## src/rtl/uart_pkg.sv

```systemverilog
// Shared UART definitions: parity encodings, transmit FSM states and a
// helper that sizes the baud timer from the clocks-per-bit setting.
package uart_pkg;

   // Parity selection values for the PARITY parameter.
   localparam int PARITY_NONE = 0;
   localparam int PARITY_EVEN = 1;
   localparam int PARITY_ODD  = 2;

   // Transmit frame sequencer states.
   typedef enum logic [2:0] {
      S_IDLE   = 3'd0,
      S_START  = 3'd1,
      S_DATA   = 3'd2,
      S_PARITY = 3'd3,
      S_STOP   = 3'd4
   } tx_state_e;

   // Smallest counter width able to hold clocks_per_baud-1 (at least one bit).
   function automatic int unsigned timer_bits(input int unsigned clocks_per_baud);
      if (clocks_per_baud <= 32'd2) begin
         return 32'd1;
      end else begin
         return $clog2(clocks_per_baud);
      end
   endfunction

endpackage

```

## src/rtl/uart_sync_fifo.sv

```systemverilog
// Generic single-clock FIFO. Pointers carry one extra wrap bit so that a
// full FIFO and an empty FIFO are told apart without a separate flag.
module uart_sync_fifo #(
   parameter int WIDTH = 8,
   parameter int DEPTH = 4
) (
   input  logic                     clk,
   input  logic                     rst_n,
   input  logic                     push,
   input  logic [WIDTH-1:0]         wdata,
   input  logic                     pop,
   output logic [WIDTH-1:0]         rdata,
   output logic                     full,
   output logic                     empty,
   output logic [$clog2(DEPTH):0]   count
);
   localparam int AW = $clog2(DEPTH);

   logic [AW:0]       wr_ptr_q, wr_ptr_d;
   logic [AW:0]       rd_ptr_q, rd_ptr_d;
   logic [WIDTH-1:0]  mem_q [DEPTH];
   logic              do_push_s;
   logic              do_pop_s;

   // Requests are ignored when they cannot be honoured, so no data is lost on a full push.
   assign do_push_s = push && !full;
   assign do_pop_s  = pop && !empty;

   assign full  = (wr_ptr_q[AW] != rd_ptr_q[AW]) && (wr_ptr_q[AW-1:0] == rd_ptr_q[AW-1:0]);
   assign empty = (wr_ptr_q == rd_ptr_q);
   assign count = wr_ptr_q - rd_ptr_q;
   assign rdata = mem_q[rd_ptr_q[AW-1:0]];

   // Next pointer values: advance on an accepted push or pop.
   always_comb begin
      wr_ptr_d = wr_ptr_q;
      rd_ptr_d = rd_ptr_q;
      if (do_push_s) begin
         wr_ptr_d = wr_ptr_q + (AW+1)'(1);
      end else begin
         wr_ptr_d = wr_ptr_q;
      end
      if (do_pop_s) begin
         rd_ptr_d = rd_ptr_q + (AW+1)'(1);
      end else begin
         rd_ptr_d = rd_ptr_q;
      end
   end

   // Pointer registers.
   always_ff @(posedge clk or negedge rst_n) begin
      if (!rst_n) begin
         wr_ptr_q <= {(AW+1){1'b0}};
         rd_ptr_q <= {(AW+1){1'b0}};
      end else begin
         wr_ptr_q <= wr_ptr_d;
         rd_ptr_q <= rd_ptr_d;
      end
   end

   // Storage array: written at the write pointer on an accepted push.
   always_ff @(posedge clk or negedge rst_n) begin
      if (!rst_n) begin
         for (int i = 0; i < DEPTH; i++) begin
            mem_q[i] <= {WIDTH{1'b0}};
         end
      end else if (do_push_s) begin
         mem_q[wr_ptr_q[AW-1:0]] <= wdata;
      end
   end

endmodule

```

## src/rtl/uart_tx_fifo.sv

```systemverilog
// Buffered UART transmitter: bytes arrive over valid/ready into a small
// FIFO and are sent as start, 8 data bits LSB first, optional parity and
// one or two stop bits. The line output is registered from the current
// state, so it trails the state register by one clock.
module uart_tx_fifo
   import uart_pkg::*;
#(
   parameter int CLOCKS_PER_BAUD = 868,
   parameter int TIMER_BITS      = 10,
   parameter int PARITY          = 0,
   parameter int STOP_BITS       = 1,
   parameter int FIFO_DEPTH      = 4
) (
   input  logic                          clk,
   input  logic                          i_reset_n,
   input  logic [7:0]                    i_data,
   input  logic                          i_valid,
   output logic                          o_ready,
   output logic                          o_txd,
   output logic                          o_busy,
   output logic [$clog2(FIFO_DEPTH):0]   o_count
);
   localparam logic [TIMER_BITS-1:0] BAUD_LOAD  = TIMER_BITS'(CLOCKS_PER_BAUD - 1);
   localparam logic [TIMER_BITS-1:0] BAUD_ZERO  = {TIMER_BITS{1'b0}};
   localparam logic [2:0]            LAST_STOP  = 3'(STOP_BITS - 1);
   localparam bit                    HAS_PARITY = (PARITY != PARITY_NONE);
   localparam bit                    ODD_PARITY = (PARITY == PARITY_ODD);
   localparam tx_state_e             AFTER_DATA = HAS_PARITY ? S_PARITY : S_STOP;

   tx_state_e              state_q, state_d;
   logic [TIMER_BITS-1:0]  baud_q, baud_d;
   logic [7:0]             shift_q, shift_d;
   logic [2:0]             bit_q, bit_d;
   logic                   par_q, par_d;
   logic                   txd_q, txd_d;
   logic                   busy_q, busy_d;

   logic                   fifo_pop_s;
   logic                   fifo_full_s;
   logic                   fifo_empty_s;
   logic [7:0]             fifo_rdata_s;
   logic                   bit_end_s;

   uart_sync_fifo #(
      .WIDTH (8),
      .DEPTH (FIFO_DEPTH)
   ) u_fifo (
      .clk   (clk),
      .rst_n (i_reset_n),
      .push  (i_valid),
      .wdata (i_data),
      .pop   (fifo_pop_s),
      .rdata (fifo_rdata_s),
      .full  (fifo_full_s),
      .empty (fifo_empty_s),
      .count (o_count)
   );

   // Ready depends only on occupancy, never on a same-cycle pop.
   assign o_ready   = !fifo_full_s;
   assign o_txd     = txd_q;
   assign o_busy    = busy_q;
   assign bit_end_s = (baud_q == BAUD_ZERO);

   // Frame sequencer: state, baud timer, shift register, bit index and parity accumulator.
   always_comb begin
      state_d    = state_q;
      baud_d     = baud_q;
      shift_d    = shift_q;
      bit_d      = bit_q;
      par_d      = par_q;
      fifo_pop_s = 1'b0;
      case (state_q)
         S_IDLE: begin
            if (!fifo_empty_s) begin
               fifo_pop_s = 1'b1;
               shift_d    = fifo_rdata_s;
               bit_d      = 3'd0;
               par_d      = 1'b0;
               baud_d     = BAUD_LOAD;
               state_d    = S_START;
            end else begin
               baud_d     = BAUD_ZERO;
            end
         end
         S_START: begin
            if (bit_end_s) begin
               baud_d  = BAUD_LOAD;
               state_d = S_DATA;
            end else begin
               baud_d  = baud_q - TIMER_BITS'(1);
            end
         end
         S_DATA: begin
            if (bit_end_s) begin
               par_d   = par_q ^ shift_q[0];
               shift_d = {1'b0, shift_q[7:1]};
               baud_d  = BAUD_LOAD;
               if (bit_q == 3'd7) begin
                  bit_d   = 3'd0;
                  state_d = AFTER_DATA;
               end else begin
                  bit_d   = bit_q + 3'd1;
               end
            end else begin
               baud_d  = baud_q - TIMER_BITS'(1);
            end
         end
         S_PARITY: begin
            if (bit_end_s) begin
               bit_d   = 3'd0;
               baud_d  = BAUD_LOAD;
               state_d = S_STOP;
            end else begin
               baud_d  = baud_q - TIMER_BITS'(1);
            end
         end
         S_STOP: begin
            if (bit_end_s) begin
               if (bit_q == LAST_STOP) begin
                  if (!fifo_empty_s) begin
                     // Chain straight into the next start bit with no idle gap.
                     fifo_pop_s = 1'b1;
                     shift_d    = fifo_rdata_s;
                     bit_d      = 3'd0;
                     par_d      = 1'b0;
                     baud_d     = BAUD_LOAD;
                     state_d    = S_START;
                  end else begin
                     bit_d      = 3'd0;
                     baud_d     = BAUD_ZERO;
                     state_d    = S_IDLE;
                  end
               end else begin
                  bit_d  = bit_q + 3'd1;
                  baud_d = BAUD_LOAD;
               end
            end else begin
               baud_d = baud_q - TIMER_BITS'(1);
            end
         end
         default: begin
            baud_d  = BAUD_ZERO;
            state_d = S_IDLE;
         end
      endcase
   end

   // Line level for the bit currently being timed.
   always_comb begin
      txd_d = 1'b1;
      case (state_q)
         S_IDLE:   txd_d = 1'b1;
         S_START:  txd_d = 1'b0;
         S_DATA:   txd_d = shift_q[0];
         S_PARITY: txd_d = ODD_PARITY ? ~par_q : par_q;
         S_STOP:   txd_d = 1'b1;
         default:  txd_d = 1'b1;
      endcase
   end

   // Busy while a frame is in progress or bytes are still queued.
   always_comb begin
      busy_d = (state_d != S_IDLE) || !fifo_empty_s;
   end

   // Sequencer and output registers; reset abandons any frame in flight.
   always_ff @(posedge clk or negedge i_reset_n) begin
      if (!i_reset_n) begin
         state_q <= S_IDLE;
         baud_q  <= BAUD_ZERO;
         shift_q <= 8'h00;
         bit_q   <= 3'd0;
         par_q   <= 1'b0;
         txd_q   <= 1'b1;
         busy_q  <= 1'b0;
      end else begin
         state_q <= state_d;
         baud_q  <= baud_d;
         shift_q <= shift_d;
         bit_q   <= bit_d;
         par_q   <= par_d;
         txd_q   <= txd_d;
         busy_q  <= busy_d;
      end
   end

endmodule

```

## config.mk

```make
export PLATFORM = sky130hd
export DESIGN_NAME = uart_tx_fifo
export DESIGN_NICKNAME = d
export VERILOG_FILES = /design/src/rtl/uart_pkg.sv /design/src/rtl/uart_sync_fifo.sv /design/src/rtl/uart_tx_fifo.sv
export SDC_FILE = /design/constraint.sdc
export NUM_CORES = 1
export LEC_CHECK = 0
export CAP_MARGIN = 20
export CELL_PAD_IN_SITES_DETAIL_PLACEMENT = 1
export CELL_PAD_IN_SITES_GLOBAL_PLACEMENT = 1
export CORE_MARGIN = 5
export CORE_UTILIZATION = 48
export DETAILED_ROUTE_END_ITERATION = 8
export HOLD_SLACK_MARGIN = 0.05
export PLACE_DENSITY_LB_ADDON = 0.08
export SYNTH_ARGS = -nofsm -noshare
export SYNTH_HDL_FRONTEND = slang
export SYNTH_HIERARCHICAL = 1
export SYNTH_SLANG_ARGS = --single-unit
```

## constraint.sdc

```tcl
create_clock -name clk -period 6.6 [get_ports clk]
set_input_delay 0.66 -clock clk [delete_from_list [all_inputs] [get_ports clk]]
set_output_delay 0.66 -clock clk [all_outputs]
set_load 0.03 [all_outputs]
```

==> metrics, run 1 <==
most frequently used cell type in the post-synthesis netlist=dfrtp_1; maximum clock rate=302 MHz; global-route wire length before repair=12,100 um; maximum number of pins on one net before global-route repair=66; setup TNS=0 ns; share of Yosys cell area claimed by the top area cell type=46.4%; critical path start-end classification=flop to primary output; Worst VDD drop=226 uV; Routability Congestion=0.758; total global-route track usage=17.3%; initial cell density of the core=48.4%; Remaining Overflow, GRT=0; critical path's top delay family=flip-flops; Netlist cell types=56; Max-slew headroom=45.1%; unrepaired setup endpoints after global routing=false; Total Power Consumption=about 2.0 mW; standby leakage power=1.63 nW; layout cell share with drive strength beyond 1=a little under a third; class of the tightest hold or removal check=input port to async pin; Num CTS Buffers=9; list of cells traversed by the critical path=ha_1, inv_1, fa_1, xnor2_1, clkdlybuf4s50_1; depth of the most critical reg-to-reg path=7; number of violations of the max-capacitance limit=0; TritonCTS clock tree=done; average instance area after synthesis=12.5 sq um; ports placed on the boundary=17; Power per Cell Area=515 nW/um^2; CTS Sinks=65; floorplan die area=8990 sq um; top cell type by total area after synthesis=dfrtp_1; count of vias placed by the detailed router=2,182; filler cell count in the final layout=754; post-synthesis instance total=276; clock slew seen by the registers of the worst setup and hold paths=0.08 ns; Vias per Instance=5.52; result of the run=completed; DRC violation total after the first TritonRoute iteration=52; source of the worst register-to-register timing path=baud_q[0]; number of enable-type register cells in the synthesized netlist=0; number of antenna violations at the first check in global routing=0; clock network latency to the later pin of the worst-skew pair=approximately 0.35 ns; drt drc=0; deepest level of the CTS H-tree=3; number of nets in the finished design=315; Register-to-Register Setup Slack=3.72 ns; pin slew with the least headroom to its limit=0.823 ns; post-cts gate resize count=0; setup violators final=0; slowest library cell on the worst path=dfrtp_1; floorplan core area=7140 sq um; total nets after synthesis=300; ranking of synthesized cells by instance count=dfrtp_1, mux2_2, nor2_1, inv_1, ha_1; wirelength, routed=6860 um; endpoint of the worst register-to-register path=bit_q[2]; root buffer cell=clkbuf_8; CP endpoint kind=primary output; height of the die=94.8 um; data required time of the critical path=5.94 ns; time the worst path needs with I/O delays and setup=3.31 ns; die span in x=between 90 and 100 um; buffer levels on the longest clock path=2; endpoint arrival time on the critical path=2.65 ns; post-detail-place hpwl=4710 um; Tcrit/Tclk final=50.1%; pins over their slew limit=0; fraction of synthesis flops using an asynchronous set or reset pin=100%; number of nets still failing antenna checks after routing=0; hold bufs inserted after CTS=0; worst clock skew=between 0.015 and 0.02 ns; kind of start point of the critical path=flop; post-synthesis register bit count=65; Buf/Inv on CP=2; number of placement rows=31; vias in the first global route=2,394; diodes inserted=0; synthesis-to-finish area growth=11.4%; Post-CTS Setup Bufs=0; Pre-Repair DR Iteration Count=4; summed instance area of the synthesized netlist=3450 sq um; Synth area leaders=dfrtp_1, mux2_2, mux4_2; peak per-stage delay on the critical path=between 0.7 and 0.8 ns; ys flop type=dfrtp_1; PortBufs=16; critical-path maximum fanout=11; final-report hold violation count=0; Ys Warns=6; Wirelength per Cell=17.4 um; share of the yosys chip area belonging to registers=47.1%
==> final cells by class <==
class | count | area (sq um) | share of cell area [%]
Multi-Input combinational cell | 184 | 1680 | 43.6
Clock buffer | 9 | 124 | 3.22
Inverter | 13 | 48.8 | 1.27
Clock inverter | 7 | 75.1 | 1.95
Timing Repair Buffer | 18 | 170 | 4.42
Sequential cell | 65 | 1630 | 42.3
Tap cell | 99 | 124 | 3.22
==> sequential cells by signal, indices dropped and copies added, names as in the netlist <==
signal	flops
u_fifo/rd_ptr_q	3
baud_q	10
par_q	1
u_fifo/mem_q	32
o_txd	1
u_fifo/wr_ptr_q	3
o_busy	1
bit_q	3
state_q	3
shift_q	8
==> layout by cell type (no fill, tap or decap), types with 8 or more instances in the layout <==
| cell type | instances |
|---|---|
| dfrtp_1 | 64 |
| mux2_2 | 53 |
| nor2_1 | 15 |
| clkdlybuf4s50_1 | 15 |
| inv_1 | 13 |
| ha_1 | 12 |
| o21ai_0 | 11 |
| nand2_1 | 9 |
| clkbuf_8 | 9 |
| nor3_1 | 8 |
| mux4_2 | 8 |
==> layer usage <==
metal | routed length (um) | track usage (%) | share of wire [%] | vias to the layer above
met3 | 167 | 3.35 | 2.4 | 7
met2 | 3390 | 27.5 | 49 | 23
met4 | 87 | 6.13 | 1.3 | 0
met5 | 0 | 0 | 0 | -
met1 | 3220 | 23.7 | 47 | 1117
li1 | - | - | - | 1035
==> report_power, final <==
part           internal (mW)  switching [mW]
sequential             0.585           0.174
clock                  0.178           0.170
combinational          0.468           0.409
==> worst max path at each step <==
stage                                  start         end  slack (ns)  cells after the start
after floorplan                    baud_q[0]  shift_q[0]        3.92                      7
after global placement    u_fifo/rd_ptr_q[0]  o_count[2]        3.65                      5
after detailed placement  u_fifo/rd_ptr_q[0]  o_count[2]        3.62                      5
after CTS                 u_fifo/rd_ptr_q[0]  o_count[2]        3.23                      5
after global routing      u_fifo/rd_ptr_q[0]  o_count[2]        3.14                      5
final                     u_fifo/rd_ptr_q[0]  o_count[2]        3.29                      5
==> worst reg2reg max path, stage by stage, from the launching register on <==
cell and delay [ns]:
dfrtp_1 0.41, inv_1 0.11, ha_1 0.18, or4b_2 0.70, nor3_1 0.66, buf_4 0.27
a21oi_1 0.14, mux2_2 0.30
==> stage by stage <==
step | worst slack (ns) | cells | hold WS (ns) | util, % | cell area, sq um
floorplan | 3.92 | 276 | 0.364 | - | 3450
global placement | 3.65 | 379 | 0.485 | 51.1 | 3650
detailed placement | 3.62 | 379 | 0.496 | 51.1 | 3650
CTS | 3.23 | 395 | 0.511 | 53.9 | 3850
global route | 3.14 | 395 | 0.530 | 53.9 | 3850
finish | 3.29 | 395 | 0.480 | 53.9 | 3850
==> cell families (layout without fill, tap and decap cells) <==
family	after synthesis	after routing	synth area share, %
xor+xnor	8	8	2.03
mux	62	62	22.8
compound gates	41	41	9.27
fa+ha+maj	13	13	4.93
buf+inv	27	47	4.31
simple gates	60	60	9.56
flops	65	65	47.1
No activity file was read; power rests on OpenSTA's default activity.
==> run 2: changes to the inputs <==
==> constraint.sdc (replaced) <==
create_clock -name clk -period 3.3 [get_ports clk]
set_input_delay 0.33 -clock clk [delete_from_list [all_inputs] [get_ports clk]]
set_output_delay 0.33 -clock clk [all_outputs]
set_load 0.03 [all_outputs]
==> metrics, run 2 (synthesized netlist as in run 1, its figures left out) <==
result of the run=completed (unchanged); time the worst path needs with I/O delays and setup=2.91 ns; number of nets still failing antenna checks after routing=0 (unchanged); most frequent cells in the layout=dfrtp_1, mux2_2, nor2_1, clkdlybuf4s50_1, inv_1 (unchanged); wirelength, routed=7260 um (was 6860 um); standby leakage power=1.65 nW (was 1.63 nW); net switching power=1.53 mW (was 0.752 mW); uppermost metal layer occupied by signal nets=met4 (unchanged); endpoint arrival time on the critical path=2.58 ns (was 2.65 ns); pin slew with the least headroom to its limit=0.822 ns (was 0.823 ns); Num CTS Buffers=9 (unchanged); Routability Congestion=0.787 (was 0.758); initial cell density of the core=48.4% (unchanged); switching fraction of total power=37.4% (was 37.9%); peak per-stage delay on the critical path=0.68 ns (was 0.76 ns); register name with the most flops=u_fifo/mem_q (unchanged); floorplan die area=8990 sq um (unchanged); root buffer cell=clkbuf_8 (unchanged); post-cts gate resize count=0 (unchanged); hold bufs inserted after CTS=0 (unchanged); Post-CTS Setup Bufs=0 (unchanged); Remaining Overflow, GRT=0 (unchanged); Clock Power Share=18.4% (was 17.5%); total global-route track usage=18.1% (was 17.3%); least setup slack across all paths after layout=0.389 ns (was 3.29 ns); slowest library cell on the worst path=dfrtp_1 (unchanged); Tcrit/Tclk final=between 80% and 90%; flip-flop count of the largest register after layout=32 (unchanged); diodes inserted=0 (unchanged); data required time of the critical path=2.97 ns (was 5.94 ns); largest registers=u_fifo/mem_q (32), baud_q (10), shift_q (8) (unchanged); vias in the first global route=2,429 (was 2,394); number of violations of the max-capacitance limit=0 (unchanged); height of the die=94.8 um (unchanged); final-report hold violation count=0 (unchanged); kind of start point of the critical path=flop (unchanged); Vias per Instance=5.56 (was 5.52); TritonCTS clock tree=done (unchanged); setup violators final=0 (unchanged); CP endpoint kind=primary output (unchanged); register share of total power=36.9% (was 38.3%); buffer levels on the longest clock path=2 (unchanged); Power per Cell Area=1050 nW/um^2 (was 515 nW/um^2); wire length on met2=3650 um (was 3390 um); floorplan core area=7140 sq um (unchanged); drt drc=0 (unchanged); clock slew seen by the registers of the worst setup and hold paths=0.08 ns (about the same); PortBufs=16 (unchanged); worst clock skew=0.00553 ns (was 0.0154 ns); deepest level of the CTS H-tree=3 (unchanged); number of placement rows=31 (unchanged); pins over their slew limit=0 (unchanged); number of nets in the finished design=318 (was 315); die span in x=94.8 um (unchanged); Comb power frac=44.8% (was 44.2%); met3 routed WL=140 um (was 167 um); Worst VDD drop=526 uV (was 226 uV); unrepaired setup endpoints after global routing=false (unchanged); final hold slack=0.151 ns (was 0.480 ns); post-detail-place hpwl=4850 um (was 4710 um); maximum clock rate=344 MHz; Pre-Repair DR Iteration Count=4 (unchanged); class of the tightest hold or removal check=input port to async pin (unchanged); critical-path maximum fanout=11 (unchanged); wl on met1=3380 um (was 3220 um); internal cell power=2.56 mW (was 1.23 mW); critical path start-end classification=flop to primary output (unchanged); global-route wire length before repair=12,500 um (was 12,100 um); ports placed on the boundary=17 (unchanged); maximum number of pins on one net before global-route repair=66 (unchanged); count of vias placed by the detailed router=2,211 (was 2,182); most common library cell in the layout ignoring fill and taps=dfrtp_1 (unchanged); number of antenna violations at the first check in global routing=0 (unchanged); layout cell share with drive strength beyond 1=32.1% (was 31.8%); DRC violation total after the first TritonRoute iteration=52 (unchanged); CTS Sinks=65 (unchanged); setup TNS=0 ns (unchanged); worst setup slack before clock tree synthesis=0.473 ns (was 3.62 ns); synthesis-to-finish area growth=12.6% (was 11.4%); Wirelength per Cell=18.2 um (was 17.4 um); Most common cell on crit path=inv_1; Max-slew headroom=45.2% (was 45.1%); clock network latency to the later pin of the worst-skew pair=0.33 ns (was 0.35 ns); list of cells traversed by the critical path=inv_1, ha_1, nand2_1, buf_4, nor2_1, inv_1, clkdlybuf4s50_1 (was ha_1, inv_1, fa_1, xnor2_1, clkdlybuf4s50_1)
==> run 2: power by group through the flow <==
stage,Combinational [mW],Sequential (mW),Clock [mW]
after CTS,1.87,1.51,0.773
after global placement,1.80,1.48,0
final,1.83,1.51,0.752
after detailed placement,1.84,1.51,0
after global routing,2.01,1.56,0.810
after floorplan,1.50,1.37,0
==> run 2: area by class of cell <==
| type | instances | area [sq um] |
|---|---|---|
| clock buffer | 10 | 128 |
| clock inverter | 6 | 92.6 |
| fill | 733 | 3250 |
| inverter | 13 | 48.8 |
| multi-input combinational | 184 | 1680 |
| sequential | 65 | 1630 |
| tap | 99 | 124 |
| timing repair buffer | 21 | 193 |
==> run 2: path summary, 6_finish.rpt <==
check                                   start    endpoint  slack (ns)  cells after the start
max in group asynchronous           i_reset_n    bit_q[1]        2.59                      2
hold reg to reg                         par_q       par_q        0.51                      1
hold / removal                      i_reset_n   baud_q[3]        0.15                      2
min in group clk                        par_q       par_q        0.51                      1
setup reg to reg                    baud_q[0]  shift_q[5]        0.46                      6
setup / recovery           u_fifo/rd_ptr_q[1]     o_ready        0.39                      7
==> run 2: stage by stage <==
stage	power [mW]	area (sq um)	util, %	cells
final	4.09	3890	54.5	398
after global routing	4.38	3890	54.5	398
after CTS	4.16	3890	54.5	398
after detailed placement	3.35	3670	51.4	382
after global placement	3.29	3670	51.4	382
after floorplan	2.87	3450	-	276
==> run 2: critical path: cells and delay by family (launching register included) <==
kind	cells	cell delay, ns
buf+inv	4	1.05
flops	1	0.68
simple gates	2	0.16
fa+ha+maj	1	0.34
==> run 2: layer usage <==
layer,vias up,global-route usage (%)
li1,1047,-
met1,1130,24.0
met2,27,29.8
met3,7,2.95
met4,0,6.85
met5,-,0
==> run 3: changes to the inputs <==
--- a/config.mk
+++ b/config.mk
@@ -5,7 +5,6 @@
 export SDC_FILE = /design/constraint.sdc
 export NUM_CORES = 1
 export LEC_CHECK = 0
-export CAP_MARGIN = 20
 export CELL_PAD_IN_SITES_DETAIL_PLACEMENT = 1
 export CELL_PAD_IN_SITES_GLOBAL_PLACEMENT = 1
 export CORE_MARGIN = 5
==> results of run 3 <==
Final layout, timing and power as in run 2 (identical DEF).
